### src/rtl/fetch_if.sv
// Fetch stage bus: ROM address/data, pipeline control in, fetched word out.
interface fetch_if #(
    parameter int BITS_DATA = 32,
    parameter int BITS_ADDR = 5
);
    logic                 stall;
    logic                 flush;
    logic                 branch_taken;
    logic [BITS_ADDR-1:0] branch_target;
    logic [BITS_ADDR-1:0] PC;
    logic [BITS_DATA-1:0] Instr;
    logic [BITS_DATA-1:0] if_instr;
    logic [BITS_ADDR-1:0] if_pc;
    logic                 if_valid;
    logic                 halted;

    modport master (
        input  stall, flush, branch_taken, branch_target, Instr,
        output PC, if_instr, if_pc, if_valid, halted
    );

    modport slave (
        output stall, flush, branch_taken, branch_target, Instr,
        input  PC, if_instr, if_pc, if_valid, halted
    );
endinterface

### src/rtl/fetch_unit.sv
// Instruction fetch stage: PC register, one-clock fetch register, BOOT/RUN/HALT FSM.
// Define FETCH_HALT_EN to stop fetching after an all-ones instruction is captured.
module fetch_unit #(
    parameter int BITS_DATA = 32,
    parameter int BITS_ADDR = 5
) (
    input  logic     clk,
    input  logic     rst_n,
    fetch_if.master  bus
);
    localparam logic [1:0] BOOT = 2'd0;
    localparam logic [1:0] RUN  = 2'd1;
    localparam logic [1:0] HALT = 2'd2;

    logic [1:0]           state;
    logic [BITS_ADDR-1:0] pc;
    logic [BITS_DATA-1:0] if_instr;
    logic [BITS_ADDR-1:0] if_pc;
    logic                 if_valid;
    logic                 halt_word;

`ifdef FETCH_HALT_EN
    assign halt_word = (bus.Instr == {BITS_DATA{1'b1}});
`else
    assign halt_word = 1'b0;
`endif

    always_ff @(posedge clk or negedge rst_n) begin
        if (!rst_n) begin
            state    <= BOOT;
            pc       <= '0;
            if_instr <= '0;
            if_pc    <= '0;
            if_valid <= 1'b0;
        end else begin
            case (state)
                BOOT: state <= RUN;
                RUN: begin
                    if (bus.branch_taken) begin
                        pc       <= bus.branch_target;
                        if_valid <= 1'b0;
                    end else if (bus.flush) begin
                        if_valid <= 1'b0;
                        if (!bus.stall) pc <= pc + 1'b1;
                    end else if (!bus.stall) begin
                        // Capture completes even for the halt word; FSM stops afterwards.
                        if_instr <= bus.Instr;
                        if_pc    <= pc;
                        if_valid <= 1'b1;
                        pc       <= pc + 1'b1;
                        if (halt_word) state <= HALT;
                    end
                end
                HALT: if_valid <= 1'b0;
                default: state <= BOOT;
            endcase
        end
    end

    assign bus.PC       = pc;
    assign bus.if_instr = if_instr;
    assign bus.if_pc    = if_pc;
    assign bus.if_valid = if_valid;
`ifdef FETCH_HALT_EN
    assign bus.halted   = (state == HALT);
`else
    assign bus.halted   = 1'b0;
`endif
endmodule
### src/flat_wrapper.sv
// flat-port wrapper written by rule: the top's interface ports become plain ports
module fetch_unit_flat 
#(
    parameter int BITS_DATA = 32,
    parameter int BITS_ADDR = 5
)
  (clk, rst_n, bus_stall, bus_flush, bus_branch_taken, bus_branch_target, bus_Instr, bus_PC, bus_if_instr, bus_if_pc, bus_if_valid, bus_halted);
  fetch_if #(.BITS_DATA(BITS_DATA), .BITS_ADDR(BITS_ADDR)) bus_i ();
  input  logic clk;
  input  logic rst_n;
  input wire logic [$bits(bus_i.stall)-1:0] bus_stall;
  input wire logic [$bits(bus_i.flush)-1:0] bus_flush;
  input wire logic [$bits(bus_i.branch_taken)-1:0] bus_branch_taken;
  input wire logic [$bits(bus_i.branch_target)-1:0] bus_branch_target;
  input wire logic [$bits(bus_i.Instr)-1:0] bus_Instr;
  output wire logic [$bits(bus_i.PC)-1:0] bus_PC;
  output wire logic [$bits(bus_i.if_instr)-1:0] bus_if_instr;
  output wire logic [$bits(bus_i.if_pc)-1:0] bus_if_pc;
  output wire logic [$bits(bus_i.if_valid)-1:0] bus_if_valid;
  output wire logic [$bits(bus_i.halted)-1:0] bus_halted;
  assign bus_i.stall = bus_stall;
  assign bus_i.flush = bus_flush;
  assign bus_i.branch_taken = bus_branch_taken;
  assign bus_i.branch_target = bus_branch_target;
  assign bus_i.Instr = bus_Instr;
  assign bus_PC = bus_i.PC;
  assign bus_if_instr = bus_i.if_instr;
  assign bus_if_pc = bus_i.if_pc;
  assign bus_if_valid = bus_i.if_valid;
  assign bus_halted = bus_i.halted;
  fetch_unit #(.BITS_DATA(BITS_DATA), .BITS_ADDR(BITS_ADDR)) u_core (.clk(clk), .rst_n(rst_n), .bus(bus_i));
endmodule
### config.mk
export PLATFORM = sky130hd
export DESIGN_NAME = fetch_unit_flat
export DESIGN_NICKNAME = d
export VERILOG_FILES = /design/src/rtl/fetch_if.sv /design/src/rtl/fetch_unit.sv /design/src/flat_wrapper.sv
export SDC_FILE = /design/constraint.sdc
export NUM_CORES = 1
export LEC_CHECK = 0
export BUFFER_PORTS_ARGS = -buffer_cell sky130_fd_sc_hd__clkbuf_2
export CAP_MARGIN = 40
export CORE_UTILIZATION = 46
export CTS_CLUSTER_SIZE = 14
export DETAILED_ROUTE_END_ITERATION = 10
export PLACE_DENSITY = 0.79
export RECOVER_POWER = 100
export SYNTH_ARGS = -nofsm -noshare
export SYNTH_HDL_FRONTEND = slang
export SYNTH_SLANG_ARGS = --single-unit
export TNS_END_PERCENT = 100
### constraint.sdc
create_clock -name clk -period 1.9 [get_ports clk]
set_clock_uncertainty 0.1 [all_clocks]
set_input_delay 0.57 -clock clk [delete_from_list [all_inputs] [get_ports clk]]
set_output_delay 0.57 -clock clk [all_outputs]
set_load 0.05 [all_outputs]
==> run summary, run 1 <==
CTS buffer count -> 5
cts repair resizes -> 0
Area growth, synth to finish -> 20.48%
die height -> 66.89 um
Setup Buffers After CTS -> 0
DRC -> 0
root buf cell -> clkbuf_8
Global Route met2 Usage -> 26.39%
Inst Count DP -> 252
Initial Util -> 48.07%
fin crit share -> 93.21%
Netlist Area Pre-Place -> 0.001937 mm2
nets -> 252
MaxCap Viol Count -> 0
CTS tree -> done
Core Util, Final -> 57.92%
initial antenna violation count -> 0
Crit. End Element -> output pin
cell area after layout -> 0.002333 mm2
CP max stage delay -> 0.47 ns
Core Footprint -> 0.004029 mm2
post-DP HPWL -> 2568 um
fill count -> 383
clock latency on the worst-skew pair -> 0.29 ns
total of flip-flops plus latches after synthesis -> 44
required time of the critical path -> 1.23 ns
Clock Sinks -> 44
Peak Freq -> 0.5646 GHz
DR WL/cell -> 13.40 um
Vias/cell -> 4.911
met3 GRT Util -> 6.849%
Diodes inserted -> 0
fin cells -> 259
RSZ-0062 raised after global routing -> false
Crit-path slowest cell -> buf_1
Hold Crit Class -> flop to flop
Post-Syn Instances -> 119
Placed Area -> 0.002406 mm2
final RePlAce weighted congestion -> 0.7181
vias in the first global route -> 1179
die area -> 0.004474 mm2
Total Power -> 3.037 mW
cell family with most CP delay -> buffers and inverters
syn avg cell area -> 16.28 um2
GR Overflow Total -> 0
largest net degree at the start of global routing -> 45
final max-slew violation count -> 0
routed wire length -> 3470 um
final worst setup slack -> 0.1290 ns
critical path, cell by cell -> buf_1
initial drt markers -> 44
Hold Fails Final Rpt -> 0
routed via count -> 1272
clk slew on worst S/H paths -> 0.07 ns
setup violators final -> 0
GR peak layer -> met2
Syn Nets -> 162
Die X -> 66.89 um
Routed Antenna Nets -> 0
WS Path Type -> flop to output pin
fin crit period -> 1.771 ns
# port buffers -> 84
maximum fanout along the worst path -> 2
global-route wire length before repair -> 5278 um
Place WS -> -0.02216 ns
Hold Worst Slack -> 0.3886 ns
M1 GR Usage -> 19.82%
Total Negative Setup Slacks -> 0 ns
first drt pass iteration count -> 2
hold buffers post-CTS -> 0
Netlist cell types -> 25
maximum vdd drop -> 666.9 uV
YS warnings -> 0
Buf/Inv on CP -> 1
Rows -> 23
I/O pin count -> 86
critical path arrival -> 1.10 ns
Power Density -> 1301 mW/mm2
status -> completed
H-tree Lvls -> 2
Worst Tran Pin Value -> 1.043 ns
startpoint class of the critical path -> flop
Max clock buf depth -> 2
Total GRT Usage -> 16.59%
layout cell share with drive strength beyond 1 -> 48.80%
Worst slew margin -> 30.47%
Pleak -> 1.187 nW
post-synthesis sequential area ratio -> 56.85%
[final cells by class]
cell class | count | area (um2) | area share (%)
inverters | 1 | 3.754 | 0.1609
clock buffers | 6 | 72.57 | 3.110
repair buffers | 90 | 456.7 | 19.57
well taps | 50 | 62.56 | 2.681
flip-flops and latches | 44 | 1101 | 47.19
multi-input cells | 67 | 631.9 | 27.08
clock inverters | 1 | 5.005 | 0.2145
[cell usage in the layout, fill, tap and decap left out]
cell type and instances:
buf_6 1, nor2b_1 1, o21a_1 1, ha_1 1, inv_1 1, nor2_1 1
o22ai_1 3, buf_4 3, nand4b_1 2, nor2b_4 1, a22o_1 2, nand2_1 3
mux2i_1 2, clkinv_2 1, a21oi_1 3, clkbuf_1 6, mux2_4 2, clkbuf_8 5
buf_1 1, mux2_2 8, o21ai_0 3, and2b_2 1, clkbuf_2 80, a22oi_1 1
a31oi_1 1, nor3b_1 1, dfrtp_1 44, conb_1 2, mux2_1 28
[sequential cells by signal (all words and copies together), names as in the netlist]
register and cells:
u_core.bus.if_instr 32, u_core.bus.PC 5, u_core.bus.if_pc 5, u_core.bus.if_valid 1, u_core.state 1
[final timing paths]
check	slack (ns)	from	depth (start not counted)	to
setup / recovery	0.13	u_core.bus.if_instr[28]$_DFFE_PN0P_	1	bus_if_instr[28]
hold / removal	0.39	u_core.bus.if_instr[21]$_DFFE_PN0P_	1	u_core.bus.if_instr[21]$_DFFE_PN0P_
setup reg to reg	0.19	u_core.state[0]$_DFFE_PN0N_	4	u_core.bus.if_instr[13]$_DFFE_PN0P_
hold reg to reg	0.39	u_core.bus.if_instr[21]$_DFFE_PN0P_	1	u_core.bus.if_instr[21]$_DFFE_PN0P_
max in group asynchronous	0.63	rst_n	2	u_core.state[0]$_DFFE_PN0N_
min in group asynchronous	0.44	rst_n	2	u_core.bus.if_instr[7]$_DFFE_PN0P_
[layer usage]
metal / routed length, um / vias up / share of wire [%]
met5: 0 / - / 0
met1: 1524 / 616 / 44
li1: - / 595 / -
met4: 44 / 0 / 1.3
met2: 1611 / 57 / 46
met3: 290 / 4 / 8.4
[report_power, final]
group	internal, mW	switching, mW
clock network	0.250	0.287
logic	0.307	0.934
registers	1.14	0.119
total	1.70	1.34
[synthesized netlist by cell type]
library cell	number	area, um2
clkbuf_1	1	3.750
mux2_4	30	450.4
mux2i_1	2	20.02
dfrtp_1	44	1101
a31oi_1	1	6.260
buf_4	2	15.01
nor2_1	1	3.750
mux2_2	8	90.09
o21a_1	1	7.510
and2b_2	1	8.760
nor3b_2	1	12.51
inv_1	1	3.750
nand4b_1	2	17.52
o22ai_1	3	18.77
buf_6	1	11.26
nor2b_1	1	6.260
a21oi_1	3	15.01
a22oi_1	1	7.510
nand2_1	3	11.26
o21ai_0	3	15.01
nor2b_4	1	13.76
buf_12	3	60.06
conb_1	2	7.510
a22o_1	2	17.52
ha_1	1	12.51
[kinds of logic after synthesis]
family,share of synthesized area (%)
AO/OA/AOI/OAI,4.522
other,0.3877
flip-flops,56.85
buffers and inverters,4.844
multiplexers,28.94
adder cells (fa/ha/maj),0.6459
AND/OR/NAND/NOR,3.811
Note: power is estimated with default switching activity, not from simulation.
==> run 2, diff against run 1 <==
--- a/config.mk
+++ b/config.mk
@@ -12,6 +12,7 @@
 export DETAILED_ROUTE_END_ITERATION = 10
 export PLACE_DENSITY = 0.79
 export RECOVER_POWER = 100
+export SETUP_SLACK_MARGIN = 0.5
 export SYNTH_ARGS = -nofsm -noshare
 export SYNTH_HDL_FRONTEND = slang
 export SYNTH_SLANG_ARGS = --single-unit
==> run summary, run 2 (synthesis results as in run 1) <==
Crit-path slowest cell -> dlymetal6s2s_1
Hold Fails Final Rpt -> 0
root buf cell -> clkbuf_8
CTS buffer count -> 5
final max-slew violation count -> 0
Worst slew margin -> 28.86%
critical path, cell by cell -> dlymetal6s2s_1
Clock Sinks -> 44
Worst Tran Pin Value -> 1.067 ns
required time of the critical path -> 1.23 ns
Total GRT Usage -> 22.38%
global-route wire length before repair -> 7072 um
fin crit period -> 1.737 ns
RSZ-0062 raised after global routing -> true
CTS tree -> done
initial drt markers -> 75
clk slew on worst S/H paths -> 0.08 ns
Peak Freq -> 0.5759 GHz
vias in the first global route -> 1445
maximum fanout along the worst path -> 2
cell family with most CP delay -> buffers and inverters
first drt pass iteration count -> 4
setup violators final -> 0
die height -> 66.89 um
Initial Util -> 48.07%
Pleak -> 1.501 nW
Vias/cell -> 5.136
H-tree Lvls -> 2
Buf/Inv on CP -> 1
Routed Antenna Nets -> 0
WS Path Type -> flop to output pin
status -> completed
Crit. End Element -> output pin
Diodes inserted -> 0
clock latency on the worst-skew pair -> 0.29 ns
Hold Worst Slack -> 0.3815 ns
Power Density -> 1231 mW/mm2
initial antenna violation count -> 0
fin crit share -> 91.40%
maximum vdd drop -> 845.9 uV
post-DP HPWL -> 2619 um
Area growth, synth to finish -> 46.38%
routed via count -> 1546
nets -> 294
DR WL/cell -> 19.50 um
Rows -> 23
routed wire length -> 5871 um
commonest non-fill, non-tap cell in the layout -> clkbuf_2
GR Overflow Total -> 0
CP max stage delay -> 0.42 ns
most frequent cells in the layout -> clkbuf_2, dfrtp_1, buf_4
Max clock buf depth -> 2
I/O pin count -> 86
largest net degree at the start of global routing -> 45
layout cell share with drive strength beyond 1 -> 61.35%
Hold Crit Class -> flop to flop
Total Power -> 3.491 mW
startpoint class of the critical path -> flop
final RePlAce weighted congestion -> 0.7262
die area -> 0.004474 mm2
# port buffers -> 84
DRC -> 0
max reg flops -> 32
critical path arrival -> 1.07 ns
Die X -> 66.89 um
MaxCap Viol Count -> 0
largest reg by FF count -> u_core.bus.if_instr
Core Footprint -> 0.004029 mm2
-- run 2: cell count changes in the layout (fill, tap and decap cells not counted), moves of 2 or more --
cell / before / now
buf_4: 3 / 39
buf_8: 0 / 3
dfrtp_2: 0 / 3
dfrtp_1: 44 / 41
mux2_1: 28 / 19
clkbuf_2: 80 / 76
clkbuf_16: 0 / 2
mux2_4: 2 / 11
dlymetal6s2s_1: 0 / 5
-- run 2: metrics by stage --
step,cell area [um2],util (%),cells,worst slack (ns),TNS [ns]
2_1_floorplan,1946,-,119,0.2111,0
3_3_place_gp,2411,59.84,252,0.009551,0
3_5_place_dp,2411,59.84,252,-0.03974,-0.1670
4_1_cts,3037,75.37,279,0.3010,0
5_1_grt,2835,70.37,301,0.1303,0
6_report,2835,70.37,301,0.1635,0
-- run 2: worst paths after layout --
check                                                 endpoint  depth (start not counted)                                from  slack (ns)
min reg2reg                    u_core.bus.if_pc[1]$_DFFE_PN0P_                          1     u_core.bus.if_pc[1]$_DFFE_PN0P_        0.38
max in group asynchronous         u_core.bus.PC[1]$_DFFE_PN0P_                          2                               rst_n        0.52
min in group asynchronous  u_core.bus.if_instr[21]$_DFFE_PN0P_                          2                               rst_n        0.45
max                                            bus_if_instr[2]                          1  u_core.bus.if_instr[2]$_DFFE_PN0P_        0.16
max reg2reg                u_core.bus.if_instr[29]$_DFFE_PN0P_                          5         u_core.state[0]$_DFFE_PN0N_        0.22
min                            u_core.bus.if_pc[1]$_DFFE_PN0P_                          1     u_core.bus.if_pc[1]$_DFFE_PN0P_        0.38
-- run 2: power breakdown --
part           internal, mW  switching, mW  total (mW)
logic                 0.598           1.06        1.66
clock network         0.250          0.301       0.552
registers              1.14          0.138        1.28
-- run 2: cell type report --
cell class                 instances  area [um2]
fill                             280        1194
inverter                           1       3.754
timing repair buffer             132       904.6
multi-input combinational         67       681.9
clock inverter                     1       5.005
sequential                        44        1105
tap                               50       62.56
clock buffer                       6       72.57
-- run 2: what timing repair did --
action / 4_1_cts / 5_1_grt
pin swaps: 0 / 1
hold buffers: 0 / 0
setup endpoints to repair: 80 / 83
buffers inserted: 19 / 20
cloned: 1 / 2
resized for setup: 88 / 46
-- run 2: metal layers --
| metal | wire, um | part of all wire [%] | track usage [%] | up-vias |
|---|---|---|---|---|
| met3 | 340 | 5.8 | 6.678 | 14 |
| met5 | 0 | 0 | 0 | - |
| met2 | 3095 | 53 | 40.91 | 68 |
| met1 | 2218 | 38 | 25.03 | 776 |
| met4 | 217 | 3.7 | 5.585 | 0 |
| li1 | - | - | - | 688 |
==> run 3, diff against run 2 <==
--- a/config.mk
+++ b/config.mk
@@ -8,6 +8,7 @@
 export BUFFER_PORTS_ARGS = -buffer_cell sky130_fd_sc_hd__clkbuf_2
 export CAP_MARGIN = 40
 export CORE_UTILIZATION = 46
+export CTS_BUF_LIST = sky130_fd_sc_hd__clkbuf_8 sky130_fd_sc_hd__clkbuf_16
 export CTS_CLUSTER_SIZE = 14
 export DETAILED_ROUTE_END_ITERATION = 10
 export PLACE_DENSITY = 0.79
==> run summary, run 3 (synthesis results as in run 1) <==
first drt pass iteration count -> 4
# port buffers -> 84
Diodes inserted -> 0
largest net degree at the start of global routing -> 45
nets -> 294
Worst Tran Pin Value -> 1.064 ns
hold buffers post-CTS -> 0
commonest non-fill, non-tap cell in the layout -> clkbuf_2
fin crit period -> 1.737 ns
DRC -> 0
H-tree Lvls -> 2
Core Util, Final -> 70.31%
Clock Sinks -> 44
status -> completed
Pleak -> 1.512 nW
final max-slew violation count -> 0
Initial Util -> 48.07%
cell area after layout -> 0.002833 mm2
CTS buffer count -> 5
clock latency on the worst-skew pair -> 0.29 ns
WS Path Type -> flop to output pin
Vias/cell -> 5.103
I/O pin count -> 86
Total Power -> 3.477 mW
max reg flops -> 32
Worst slew margin -> 29.07%
cell family with most CP delay -> buffers and inverters
initial drt markers -> 75
critical path, cell by cell -> dlymetal6s2s_1
Power Density -> 1227 mW/mm2
die height -> 66.89 um
critical path arrival -> 1.07 ns
Routed Antenna Nets -> 0
Hold Worst Slack -> 0.3815 ns
maximum fanout along the worst path -> 2
Max clock buf depth -> 2
post-DP HPWL -> 2619 um
RSZ-0062 raised after global routing -> true
routed wire length -> 5855 um
Die X -> 66.89 um
fin crit share -> 91.41%
final RePlAce weighted congestion -> 0.7262
layout cell share with drive strength beyond 1 -> 60.96%
vias in the first global route -> 1445
Crit-path slowest cell -> dlymetal6s2s_1
Hold Fails Final Rpt -> 0
global-route wire length before repair -> 7072 um
most frequent cells in the layout -> clkbuf_2, dfrtp_1, buf_4
Total GRT Usage -> 22.38%
setup violators final -> 0
maximum vdd drop -> 845.8 uV
Inst Count DP -> 252
final worst setup slack -> 0.1632 ns
Peak Freq -> 0.5758 GHz
routed via count -> 1536
clk slew on worst S/H paths -> 0.08 ns
Rows -> 23
Place WS -> -0.03974 ns
CP max stage delay -> 0.42 ns
DR WL/cell -> 19.45 um
fin cells -> 301
Placed Area -> 0.002411 mm2
initial antenna violation count -> 0
Area growth, synth to finish -> 46.25%
MaxCap Viol Count -> 0
Crit. End Element -> output pin
required time of the critical path -> 1.23 ns
GR Overflow Total -> 0
die area -> 0.004474 mm2
Total Negative Setup Slacks -> 0 ns
Buf/Inv on CP -> 1
root buf cell -> clkbuf_8
largest reg by FF count -> u_core.bus.if_instr
CTS tree -> done
Core Footprint -> 0.004029 mm2
Hold Crit Class -> flop to flop
startpoint class of the critical path -> flop
-- run 3: final cells by class --
type                    instances  area (um2)
fillers                       281        1196
flip-flops and latches         44        1105
repair buffers                132       902.1
multi-input cells              67       681.9
clock buffers                   5       68.82
well taps                      50       62.56
clock inverters                 2       8.758
inverters                       1       3.754
-- run 3: per-layer routing --
metal / part of all wire, % / GRT usage (%)
met4: 3.7 / 5.585
met3: 5.8 / 6.678
met2: 52 / 40.91
met5: 0 / 0
met1: 38 / 25.03
-- run 3: worst paths after layout --
path	slack [ns]	cells past startpoint	to	from
worst max register to register	0.23	5	u_core.bus.if_instr[29]$_DFFE_PN0P_	u_core.state[0]$_DFFE_PN0N_
min in group asynchronous	0.45	2	u_core.bus.if_instr[21]$_DFFE_PN0P_	rst_n
worst max-delay path	0.16	1	bus_if_instr[2]	u_core.bus.if_instr[2]$_DFFE_PN0P_
worst min-delay path	0.38	1	u_core.bus.if_pc[1]$_DFFE_PN0P_	u_core.bus.if_pc[1]$_DFFE_PN0P_
max in group asynchronous	0.52	2	u_core.bus.PC[1]$_DFFE_PN0P_	rst_n
worst min register to register	0.38	1	u_core.bus.if_pc[1]$_DFFE_PN0P_	u_core.bus.if_pc[1]$_DFFE_PN0P_
-- run 3: what timing repair did --
action                     4_1_cts  5_1_grt
cloned                           1        2
setup buffers                   19       20
pin swaps                        0        1
gates resized for setup         88       46
hold endpoints to repair         0        0
setup endpoints to repair       80       83
-- run 3: power breakdown --
| part | total, mW | leakage [nW] | internal (mW) | switching (mW) |
|---|---|---|---|---|
| sequential | 1.28 | 0.525 | 1.14 | 0.136 |
| combinational | 1.65 | 0.942 | 0.592 | 1.06 |
| clock | 0.546 | 0.0452 | 0.245 | 0.301 |
